==> src/rtl/snake_ctrl.sv <==
// rtl/snake_ctrl.sv - Snake game controller on an 80x60 grid of 10x10 px cells.
// Define SNAKE_WALL_WRAP_EN to wrap the head at the grid edges instead of dying.
module snake_ctrl #(
  parameter int STEP_CYCLES = 4000000,
  parameter int MAX_LEN     = 16,
  parameter int H_DISP      = 800,
  parameter int V_DISP      = 600
) (
  input  logic        vga_clk,
  input  logic        sys_rst,
  input  logic [10:0] pixel_xpos,
  input  logic [10:0] pixel_ypos,
  input  logic        key_up,
  input  logic        key_down,
  input  logic        key_left,
  input  logic        key_right,
  output logic [9:0]  box_x,
  output logic [9:0]  box_y,
  output logic        snack_r,
  output logic        fin,
  output logic [7:0]  score
);
  localparam int TW = $clog2(STEP_CYCLES + 1);
  localparam int LW = $clog2(MAX_LEN + 1);
  localparam logic [1:0] D_UP = 2'd0, D_DOWN = 2'd1, D_LEFT = 2'd2, D_RIGHT = 2'd3;

  typedef enum logic [1:0] {S_IDLE, S_RUN, S_DEAD} state_t;

  state_t        r_state, w_state_nxt;
  logic [1:0]    r_dir, r_dir_pend, w_key_dir;
  logic          w_key_any, w_key_ok, w_init;
  logic [6:0]    r_seg_x [MAX_LEN];
  logic [5:0]    r_seg_y [MAX_LEN];
  logic [LW-1:0] r_len;
  logic [TW-1:0] r_timer;
  logic          r_step_pend, r_blank_done;
  logic [15:0]   r_lfsr;
  logic          w_lfsr_fb;
  logic [6:0]    r_food_x, w_fx;
  logic [5:0]    r_food_y, w_fy;
  logic [9:0]    r_box_x, r_box_y;
  logic          r_fin;
  logic [7:0]    r_score;
  logic [7:0]    w_nx_raw;
  logic [6:0]    w_ny_raw;
  logic [6:0]    w_nx;
  logic [5:0]    w_ny;
  logic          w_out, w_hit, w_die, w_eat, w_do_step, w_snack;
  logic [10:0]   w_cell_x, w_cell_y;

  // Direction codes pair up so that a reversal is dir ^ 1.
  always_comb begin
    w_key_dir = D_RIGHT;
    if (key_up)        w_key_dir = D_UP;
    else if (key_down) w_key_dir = D_DOWN;
    else if (key_left) w_key_dir = D_LEFT;
  end
  assign w_key_any = key_up | key_down | key_left | key_right;
  assign w_key_ok  = w_key_any && (w_key_dir != (r_dir ^ 2'd1));

  always_comb begin
    w_nx_raw = {1'b0, r_seg_x[0]};
    w_ny_raw = {1'b0, r_seg_y[0]};
    case (r_dir_pend)
      D_UP:    w_ny_raw = {1'b0, r_seg_y[0]} - 7'd1;
      D_DOWN:  w_ny_raw = {1'b0, r_seg_y[0]} + 7'd1;
      D_LEFT:  w_nx_raw = {1'b0, r_seg_x[0]} - 8'd1;
      default: w_nx_raw = {1'b0, r_seg_x[0]} + 8'd1;
    endcase
`ifdef SNAKE_WALL_WRAP_EN
    w_nx  = (w_nx_raw == 8'hFF) ? 7'd79 : (w_nx_raw == 8'd80) ? 7'd0 : w_nx_raw[6:0];
    w_ny  = (w_ny_raw == 7'h7F) ? 6'd59 : (w_ny_raw == 7'd60) ? 6'd0 : w_ny_raw[5:0];
    w_out = 1'b0;
`else
    w_nx  = w_nx_raw[6:0];
    w_ny  = w_ny_raw[5:0];
    w_out = (w_nx_raw == 8'hFF) || (w_nx_raw == 8'd80) ||
            (w_ny_raw == 7'h7F) || (w_ny_raw == 7'd60);
`endif
  end

  // The tail segment moves away this step, so it is excluded from the hit test.
  always_comb begin
    w_hit = 1'b0;
    for (int i = 0; i < MAX_LEN; i++)
      if ((i < int'(r_len) - 1) && (r_seg_x[i] == w_nx) && (r_seg_y[i] == w_ny))
        w_hit = 1'b1;
  end

  assign w_die     = w_out | w_hit;
  assign w_eat     = (w_nx == r_food_x) && (w_ny == r_food_y);
  assign w_do_step = (r_state == S_RUN) && r_step_pend && !r_blank_done &&
                     (pixel_ypos >= 11'(V_DISP));

  assign w_cell_x = pixel_xpos / 11'd10;
  assign w_cell_y = pixel_ypos / 11'd10;
  always_comb begin
    w_snack = 1'b0;
    if ((pixel_xpos < 11'(H_DISP)) && (pixel_ypos < 11'(V_DISP)))
      for (int i = 0; i < MAX_LEN; i++)
        if ((i < int'(r_len)) && ({4'b0, r_seg_x[i]} == w_cell_x) &&
            ({5'b0, r_seg_y[i]} == w_cell_y))
          w_snack = 1'b1;
  end

  assign w_lfsr_fb = r_lfsr[15] ^ r_lfsr[13] ^ r_lfsr[12] ^ r_lfsr[10];
  assign w_fx = (r_lfsr[6:0] >= 7'd80) ? r_lfsr[6:0] - 7'd80 : r_lfsr[6:0];
  assign w_fy = (r_lfsr[13:8] >= 6'd60) ? r_lfsr[13:8] - 6'd60 : r_lfsr[13:8];

  always_comb begin
    w_state_nxt = r_state;
    w_init      = 1'b0;
    case (r_state)
      S_IDLE: if (w_key_any) w_state_nxt = S_RUN;
      S_RUN:  if (w_do_step && w_die) w_state_nxt = S_DEAD;
      S_DEAD: if (w_key_any) begin
        w_state_nxt = S_IDLE;
        w_init      = 1'b1;
      end
      default: w_state_nxt = S_IDLE;
    endcase
  end

  always_ff @(posedge vga_clk) begin
    if (sys_rst) r_state <= S_IDLE;
    else         r_state <= w_state_nxt;
  end

  always_ff @(posedge vga_clk) begin
    if (sys_rst) r_lfsr <= 16'hACE1;
    else         r_lfsr <= {r_lfsr[14:0], w_lfsr_fb};

    if (sys_rst || w_init) begin
      r_dir      <= D_RIGHT;
      r_dir_pend <= D_RIGHT;
      r_len      <= LW'(3);
      for (int i = 0; i < MAX_LEN; i++) begin
        r_seg_x[i] <= 7'd0;
        r_seg_y[i] <= 6'd0;
      end
      r_seg_x[0] <= 7'd40;  r_seg_y[0] <= 6'd30;
      r_seg_x[1] <= 7'd39;  r_seg_y[1] <= 6'd30;
      r_seg_x[2] <= 7'd38;  r_seg_y[2] <= 6'd30;
      r_food_x     <= 7'd60;
      r_food_y     <= 6'd30;
      r_box_x      <= 10'd600;
      r_box_y      <= 10'd300;
      r_fin        <= 1'b0;
      r_score      <= 8'd0;
      r_timer      <= '0;
      r_step_pend  <= 1'b0;
      r_blank_done <= 1'b0;
    end else begin
      r_fin <= (w_state_nxt == S_DEAD);
      if ((r_state == S_IDLE) && w_key_ok) begin
        r_dir      <= w_key_dir;
        r_dir_pend <= w_key_dir;
      end
      if (r_state == S_RUN) begin
        if (pixel_ypos < 11'(V_DISP)) r_blank_done <= 1'b0;
        if (w_do_step) begin
          r_step_pend  <= 1'b0;
          r_blank_done <= 1'b1;
          r_dir        <= r_dir_pend;
          if (!w_die) begin
            for (int i = 1; i < MAX_LEN; i++) begin
              r_seg_x[i] <= r_seg_x[i-1];
              r_seg_y[i] <= r_seg_y[i-1];
            end
            r_seg_x[0] <= w_nx;
            r_seg_y[0] <= w_ny;
            if (w_eat) begin
              if (r_len != LW'(MAX_LEN)) r_len <= r_len + LW'(1);
              if (r_score != 8'hFF) r_score <= r_score + 8'd1;
              r_food_x <= w_fx;
              r_food_y <= w_fy;
              r_box_x  <= 10'(w_fx) * 10'd10;
              r_box_y  <= 10'(w_fy) * 10'd10;
            end
          end
        end
        // A timer wrap on the step cycle re-arms the pending step.
        if (r_timer == TW'(STEP_CYCLES - 1)) begin
          r_timer     <= '0;
          r_step_pend <= 1'b1;
        end else begin
          r_timer <= r_timer + TW'(1);
        end
        if (w_key_ok) r_dir_pend <= w_key_dir;
      end
    end
  end

  assign box_x   = r_box_x;
  assign box_y   = r_box_y;
  assign fin     = r_fin;
  assign score   = r_score;
  assign snack_r = w_snack;
endmodule

==> config.mk <==
export PLATFORM = sky130hd
export DESIGN_NAME = snake_ctrl
export DESIGN_NICKNAME = d
export VERILOG_FILES = /design/src/rtl/snake_ctrl.sv
export SDC_FILE = /design/constraint.sdc
export NUM_CORES = 1
export LEC_CHECK = 0
export BUFFER_PORTS_ARGS = -buffer_cell sky130_fd_sc_hd__buf_2
export CAP_MARGIN = 20
export CORE_ASPECT_RATIO = 0.75
export CORE_MARGIN = 5
export CORE_UTILIZATION = 45
export CTS_CLUSTER_SIZE = 14
export DETAILED_ROUTE_END_ITERATION = 8
export HOLD_SLACK_MARGIN = 0.06
export PLACE_DENSITY = 0.63
export SLEW_MARGIN = 20
export SYNTH_ARGS = -nofsm -noshare
export SYNTH_HDL_FRONTEND = slang
export SYNTH_SLANG_ARGS = --single-unit
export TNS_END_PERCENT = 30
==> constraint.sdc <==
create_clock -name vga_clk -period 9.98 [get_ports vga_clk]
set_clock_uncertainty 0.2 [all_clocks]
set_input_delay 1.996 -clock vga_clk [delete_from_list [all_inputs] [get_ports vga_clk]]
set_output_delay 1.996 -clock vga_clk [all_outputs]
set_load 0.01 [all_outputs]
==> metrics.cfg, run 1 <==
[clock_network]
postCtsSetupRepairBufs = 0
clk_transition_reported_paths_ns = 0.06
cts.sink_count = 295
cts_max_level = 2
clock_latency_ns = 0.53
clockBufferDepth = 3
ctsResizeCount = 0
root_buffer = sky130_fd_sc_hd__clkbuf_16
ctsHoldBuffers = 0
numCtsBuffers = 34
tritoncts_clock_tree = built

[floorplan]
dieWidth_um = 256.4
core_area_mm2 = 0.04485
initial_core_util_pct = 45.69
row_count = 67
floorplan.io_pins = 58
die-height_um = 194.8
fp.dieArea_mm2 = 0.04995

[setup_path]
timing_worst_setup_path_type = in -> out
cp_cell_sequence = buf_2 > clkinv_1 > o31ai_1 > o41a_1 > o211ai_1 > a21oi_1 > or2_0 > a31oi_1 > o21a_1 > or3_1 > a2111oi_2 > a22oi_1 > nor4b_1 > a31o_1 > a21oi_2 > buf_2
critical_path.most_common_cell = sky130_fd_sc_hd__buf_2
timing.critical_path.slowest_cell_delay_ns = 0.57
critical_path.max_fanout = 17
setup.worst_path.start_class = input port
critical_path_arrival_ns = 7.30
worstSetupEndpointType = primary output
cpMaxStageDelayCell = sky130_fd_sc_hd__a2111oi_2
critical_path_required_ns = 7.78
cp_top_family = compound AO/OA/AOI/OAI gates
cp_num_buf_inv = 3

[sta]
timing.final.crit_period_ns = 9.498
final_hold_vios = 0
relSlewSlack_pct = -0.6963
setup-tns-final_ns = 0
worstMarginPinSlew_ns = 1.510
maxSlewViolCount = 20
fmaxAchievable_mhz = 105.3
finalSetupViolCount = 0
min_period_over_period_pct = 95.17
unrepaired_setup_endpoints_after_global_routing = false

[synthesis]
netlist_instances = 2267
synth_edf_count = 117
synth.top_cells.by_area = sky130_fd_sc_hd__dfxtp_1 (17%), sky130_fd_sc_hd__edfxtp_1 (17%), sky130_fd_sc_hd__xnor2_1 (11%)
synth_compound_gate_area_share_pct = 13.74
total_standard_cell_area_after_synthesis_mm2 = 0.02049
synth_top_cell_area_share_pct = 17.39
synthesis.yosys.warnings = 0
post_synth_mux_area_share_pct = 6.258
yosys.cell_types.count = 113
synth-seq-cells = 295
synth_top_area_cell = sky130_fd_sc_hd__dfxtp_1
dominantRegCellSynth = sky130_fd_sc_hd__dfxtp_1
post_synth_and_or_nand_nor_area_fraction_pct = 19.86
synthArstFlopShare_pct = 0
post_synth.cell_area_avg_um2 = 9.039
synth_adder_area_share_pct = 2.687
synth-xor-area-share_pct = 18.12
combinational_family_with_the_most_area_after_synthesis = simple AND/OR/NAND/NOR gates
seq_area_frac_synth_pct = 34.53

[layout]
layout-drive-gt1-share_pct = 10.12
layout.cells.non_filler = 2841
layout.nets = 2297
area_delta_synth_final_pct = 9.305

[global_route]
number_of_antenna_violations_at_the_first_check_in_global_routing = 1
grt_pass1_wl_um = 92160
global_route.overflow_total = 0
maximum_number_of_pins_on_one_net_before_global_route_repair = 223
grt_pass1_vias = 15810
grtUsageTotal_pct = 22.65

[pwr]
switching_share_pct = 29.62
p_int_mw = 2.375
peakVddDrop_mv = 0.1218
power.density_cell_area_mw_per_mm2 = 150.7
p_switching_mw = 0.9998
share_comb_of_total_power_pct = 21.5
pwr-share-seq_pct = 38.8
power.static_leakage_nw = 8.255
share_clk_of_total_power_pct = 39.7

[detailed_routing]
initialDrtViolationCount = 1929
number_of_vias_per_cell_after_detailed_routing = 6.015
drt_pass1_iterations = 5
ant_nets = 0
route.detailed.drc = 0
detailroute.via_count = 17090
avgRoutedWirePerCell_um = 20.93
wl_um = 59470

[status]
run_status = finished, violations left
failed_checks = slew limit

[placement]
dpl.hpwl_um = 41920
place_congestion = 0.9458
port_buffers = 53
place.detailed.instances = 2779

[job]
cap_viol_max_count = 0

[min_path]
hold_path_class = reg -> reg

[path summary, 6_finish.rpt]
kind                 startpoint       endpoint  cells past startpoint  slack, ns
setup / recovery  pixel_ypos[5]        snack_r                     16       0.48
hold / removal       r_lfsr[14]     r_lfsr[15]                      1       0.21
setup reg to reg  r_dir_pend[1]  r_seg_y[1][5]                     17       2.21
hold reg to reg      r_lfsr[14]     r_lfsr[15]                      1       0.21
[cells in the mapped netlist, drive strengths merged, types with 10 or more instances]
cell type and instances:
nor2 191, nor3 61, nand4 41, and3 118, a2111oi 26, or4 12, nand3 47, or2 17
xnor2 252, xor2 171, nand2b 21, a211oi 19, o221ai 10, o2111ai 22, or3 15, o21ai 72
inv 55, a31oi 31, and2 10, edfxtp 117, buf 67, a21o 15, o211ai 19, a21boi 13
a21oi 64, nand2 132, clkbuf 107, mux2i 109, nor4 40, o22ai 10, ha 36, dfxtp 178
nor2b 25
[final cells by class]
cell class	instances	area, µm²
antenna	1	2.502
clock buffer	53	1110
clock inverter	8	95.09
fill	4119	22450
inverter	57	214.0
multi-input combinational	1742	12540
sequential	295	7077
tap	586	733.2
timing repair buffer	99	623.1
[kinds of logic after synthesis]
group / count (synthesis)
other cells: 1
flops: 295
simple gates: 770
fa+ha+maj: 42
xor+xnor: 423
buf+inv: 231
compound gates: 387
mux: 118
[state kept, by name, summed over array words and instances, names as in the netlist, 5 cells and up]
signal,count
r_seg_x,112
box_x,7
r_food_y,6
r_len,5
score,8
r_food_x,7
r_lfsr,16
r_timer,22
r_seg_y,96
box_y,7
[placed cells by master (no fill, tap or decap), types with 18 or more instances in the layout]
master	netlist	final
sky130_fd_sc_hd__nand4_1	41	41
sky130_fd_sc_hd__buf_2	37	53
sky130_fd_sc_hd__dfxtp_1	178	178
sky130_fd_sc_hd__a211oi_1	18	18
sky130_fd_sc_hd__nor2b_1	25	25
sky130_fd_sc_hd__mux2i_1	106	105
sky130_fd_sc_hd__nor2_1	189	189
sky130_fd_sc_hd__and3_1	118	118
sky130_fd_sc_hd__ha_1	36	36
sky130_fd_sc_hd__buf_4	16	45
sky130_fd_sc_hd__o211ai_1	19	19
sky130_fd_sc_hd__o21ai_0	68	67
sky130_fd_sc_hd__a21oi_1	61	60
sky130_fd_sc_hd__xor2_1	171	171
sky130_fd_sc_hd__clkbuf_16	0	39
sky130_fd_sc_hd__nand3_1	46	46
sky130_fd_sc_hd__edfxtp_1	117	117
sky130_fd_sc_hd__nand2b_1	21	20
sky130_fd_sc_hd__nor3_1	61	60
sky130_fd_sc_hd__nand2_1	132	132
sky130_fd_sc_hd__nor4_1	39	39
sky130_fd_sc_hd__a31oi_1	28	27
sky130_fd_sc_hd__xnor2_1	251	251
sky130_fd_sc_hd__a2111oi_0	22	20
sky130_fd_sc_hd__inv_1	55	55
sky130_fd_sc_hd__o2111ai_1	21	21
[routing by layer]
metal / wire [µm] / track usage [%]
met1: 28680 / 34.86
met2: 24530 / 32.13
met3: 5065 / 5.150
met4: 1193 / 5.207
met5: 0 / 0
[power groups by stage]
stage / sequential (mW) / clock, mW / combinational (mW)
floorplan: 1.33 / 0 / 0.531
global placement: 1.33 / 0 / 0.699
detailed placement: 1.33 / 0 / 0.713
CTS: 1.31 / 1.37 / 0.717
global route: 1.31 / 1.41 / 0.785
finish: 1.31 / 1.34 / 0.725
[per-stage QoR]
step	util (%)	instance area (µm²)	setup slack (ns)	power (mW)	hold WS, ns
2_1_floorplan	-	20500	1.307	1.859	0.1895
3_3_place_gp	47.25	21190	0.6353	2.033	0.1937
3_5_place_dp	47.25	21190	0.6082	2.048	0.1986
4_1_cts	49.93	22390	0.5857	3.393	0.2159
5_1_grt	49.94	22400	0.1676	3.511	0.2329
6_report	49.94	22400	0.4821	3.375	0.2119
(Power assumes the default switching activity.)
==> run 2: changes to the inputs <==
CORE_UTILIZATION = 64   (was 45)
PLACE_DENSITY = 0.84   (was 0.63)
==> run 2 against run 1 <==
The flow now finishes without violations. First-iteration DRC count increased by 21%. Power fell by 1.8%. Worst setup slack got worse by 0.037 ns. Critical endpoint unchanged. Sequential share of layout area up 0.45 points.
==> metrics.cfg, run 2 (same netlist as run 1, synthesis figures left out) <==
[global_route]
global_route.overflow_total = 0  ; unchanged
maximum_number_of_pins_on_one_net_before_global_route_repair = 223  ; unchanged
number_of_antenna_violations_at_the_first_check_in_global_routing = 0  ; -1
grt_pass1_vias = 16790  ; +6.2%
grt_pass1_wl_um = 91960  ; -0.22%
grtUsageTotal_pct = 31.71  ; +9.1 points

[setup_path]
critical_path_required_ns = 7.78  ; about the same
critical_path_arrival_ns = 7.34  ; +0.04 ns
setup.worst_path.start_class = input port
worstSetupEndpointType = primary output
timing_worst_setup_path_type = in -> out
reg2reg_setup_slack_ns = 2.16  ; -0.05 ns
critical_path.max_fanout = 31  ; +14

[floorplan]
fp.dieArea_mm2 = 0.03573  ; -28%
row_count = 56  ; -16%
initial_core_util_pct = 65.14  ; +19 points
floorplan.io_pins = 58  ; unchanged
dieWidth_um = 216.6  ; -16%
die-height_um = 165.0  ; -15%
core_area_mm2 = 0.03146  ; -30%

[clock_network]
ctsHoldBuffers = 0  ; unchanged
numCtsBuffers = 31  ; -8.8%
clk_transition_reported_paths_ns = 0.06  ; about the same
root_buffer = sky130_fd_sc_hd__clkbuf_16
cts_max_level = 1  ; -1
postCtsSetupRepairBufs = 0  ; unchanged
clockBufferDepth = 3  ; unchanged
tritoncts_clock_tree = built
cts.sink_count = 295  ; unchanged
ctsResizeCount = 0  ; unchanged
clock_latency_ns = 0.58  ; +0.05 ns

[pwr]
power.density_cell_area_mw_per_mm2 = 150.0  ; -0.44%
switching_share_pct = 29.89  ; +0.26 points
p_int_mw = 2.323  ; -2.2%
peakVddDrop_mv = 0.1479  ; +21%
share_comb_of_total_power_pct = 22.3  ; +0.8 points
pwr-share-seq_pct = 39.6  ; +0.8 points
p_switching_mw = 0.9902  ; -0.95%
share_clk_of_total_power_pct = 38.2  ; -1.5 points
power.static_leakage_nw = 8.206  ; -0.60%

[sta]
min_period_over_period_pct = 95.54  ; +0.38 points
final_hold_vios = 0  ; unchanged
fmaxAchievable_mhz = 104.9  ; -0.39%
post-route-worst-setup-slack_ns = 0.4447  ; -0.03745 ns
worstMarginPinSlew_ns = 1.394  ; -0.1169 ns
maxSlewViolCount = 0  ; -100%
unrepaired_setup_endpoints_after_global_routing = false
setup-tns-final_ns = 0  ; unchanged
relSlewSlack_pct = 7.095  ; +7.8 points
finalSetupViolCount = 0  ; unchanged
timing.final.crit_period_ns = 9.535  ; +0.03745 ns

[layout]
commonest_non_fill_non_tap_cell_in_the_layout = sky130_fd_sc_hd__xnor2_1
biggestRegsByFlops = r_seg_x: 112 flops, r_seg_y: 96 flops, r_timer: 22 flops
layout.cells.non_filler = 2654  ; -6.6%
largest_reg_flops = 112  ; unchanged
layout.nets = 2292  ; -0.22%
area_delta_synth_final_pct = 7.779
antenna_cells_inserted = 0  ; -1
layout.filler_cells = 2350  ; -43%
layout-drive-gt1-share_pct = 9.920  ; -0.20 points
most_flop_heavy_register = r_seg_x
layout.cells.most_common_list = sky130_fd_sc_hd__xnor2_1 (251), sky130_fd_sc_hd__nor2_1 (188), sky130_fd_sc_hd__dfxtp_1 (178)

[detailed_routing]
wl_um = 58360  ; -1.9%
number_of_vias_per_cell_after_detailed_routing = 6.626  ; +10%
detailroute.via_count = 17590  ; +2.9%
drt_pass1_iterations = 5  ; unchanged
route.detailed.drc = 0  ; unchanged
initialDrtViolationCount = 2330  ; +21%
avgRoutedWirePerCell_um = 21.99  ; +5.0%
ant_nets = 0  ; unchanged

[min_path]
hold_path_class = reg -> reg

[placement]
place_congestion = 0.9514  ; +0.59%
dpl.hpwl_um = 40920  ; -2.4%
place_ws_ns = 0.5263  ; -0.08187 ns
port_buffers = 53  ; unchanged
place.detailed.instances = 2596  ; -6.6%

[job]
cap_viol_max_count = 0  ; unchanged

[status]
run_status = complete, no violations

[run 2: final timing paths]
| check | from | end | cells after the start |
|---|---|---|---|
| worst min register to register | r_lfsr[14] | r_lfsr[15] | 1 |
| worst max register to register | r_dir_pend[1] | r_seg_y[0][28] | 18 |
| worst max-delay path | pixel_ypos[9] | snack_r | 16 |
| worst min-delay path | r_lfsr[14] | r_lfsr[15] | 1 |
[run 2: per-layer routing]
layer / routed length [µm] / global-route usage (%)
met4: 1849 / 9.679
met3: 6202 / 7.220
met5: 0 / 0
met1: 24770 / 44.66
met2: 25540 / 49.09
[run 2: metrics by stage]
step                utilization (%)  cell area (µm²)  hold slack (ns)  power (mW)
finish                        70.20            22090           0.2342       3.313
global route                  70.20            22090           0.2503       3.425
detailed placement            66.54            20940           0.2165       2.046
floorplan                         -            20500           0.1895       1.859
CTS                           70.15            22070           0.2360       3.297
global placement              66.54            20930           0.1925       2.017
[run 2: final cells by class]
class | instances | area [µm²] | area share (%)
clock buffers | 51 | 1046 | 4.736
clock inverters | 6 | 87.58 | 0.3966
well taps | 406 | 508.0 | 2.300
inverters | 57 | 214.0 | 0.9687
multi-input cells | 1742 | 12540 | 56.77
flip-flops and latches | 295 | 7077 | 32.04
repair buffers | 97 | 615.6 | 2.787
[run 2: worst max-delay path: stages]
cell and delay (ns):
sky130_fd_sc_hd__buf_2 0.40, sky130_fd_sc_hd__nor4bb_1 0.72, sky130_fd_sc_hd__o41a_1 0.53, sky130_fd_sc_hd__o211ai_1 0.17
sky130_fd_sc_hd__a21oi_1 0.43, sky130_fd_sc_hd__or2_0 0.51, sky130_fd_sc_hd__o311a_1 0.30, sky130_fd_sc_hd__o21a_1 0.53
sky130_fd_sc_hd__buf_4 0.26, sky130_fd_sc_hd__nor3_1 0.06, sky130_fd_sc_hd__o2111ai_1 0.37, sky130_fd_sc_hd__o41ai_1 0.15
sky130_fd_sc_hd__or2_1 0.24, sky130_fd_sc_hd__a2111oi_2 0.38, sky130_fd_sc_hd__a21oi_2 0.13, sky130_fd_sc_hd__buf_2 0.15
[run 2: power groups by stage]
stage | Sequential (mW) | Combinational, mW | Clock (mW)
after floorplan | 1.33 | 0.531 | 0
after global placement | 1.33 | 0.684 | 0
after detailed placement | 1.34 | 0.711 | 0
after CTS | 1.31 | 0.718 | 1.27
after global routing | 1.31 | 0.788 | 1.32
final | 1.31 | 0.737 | 1.27
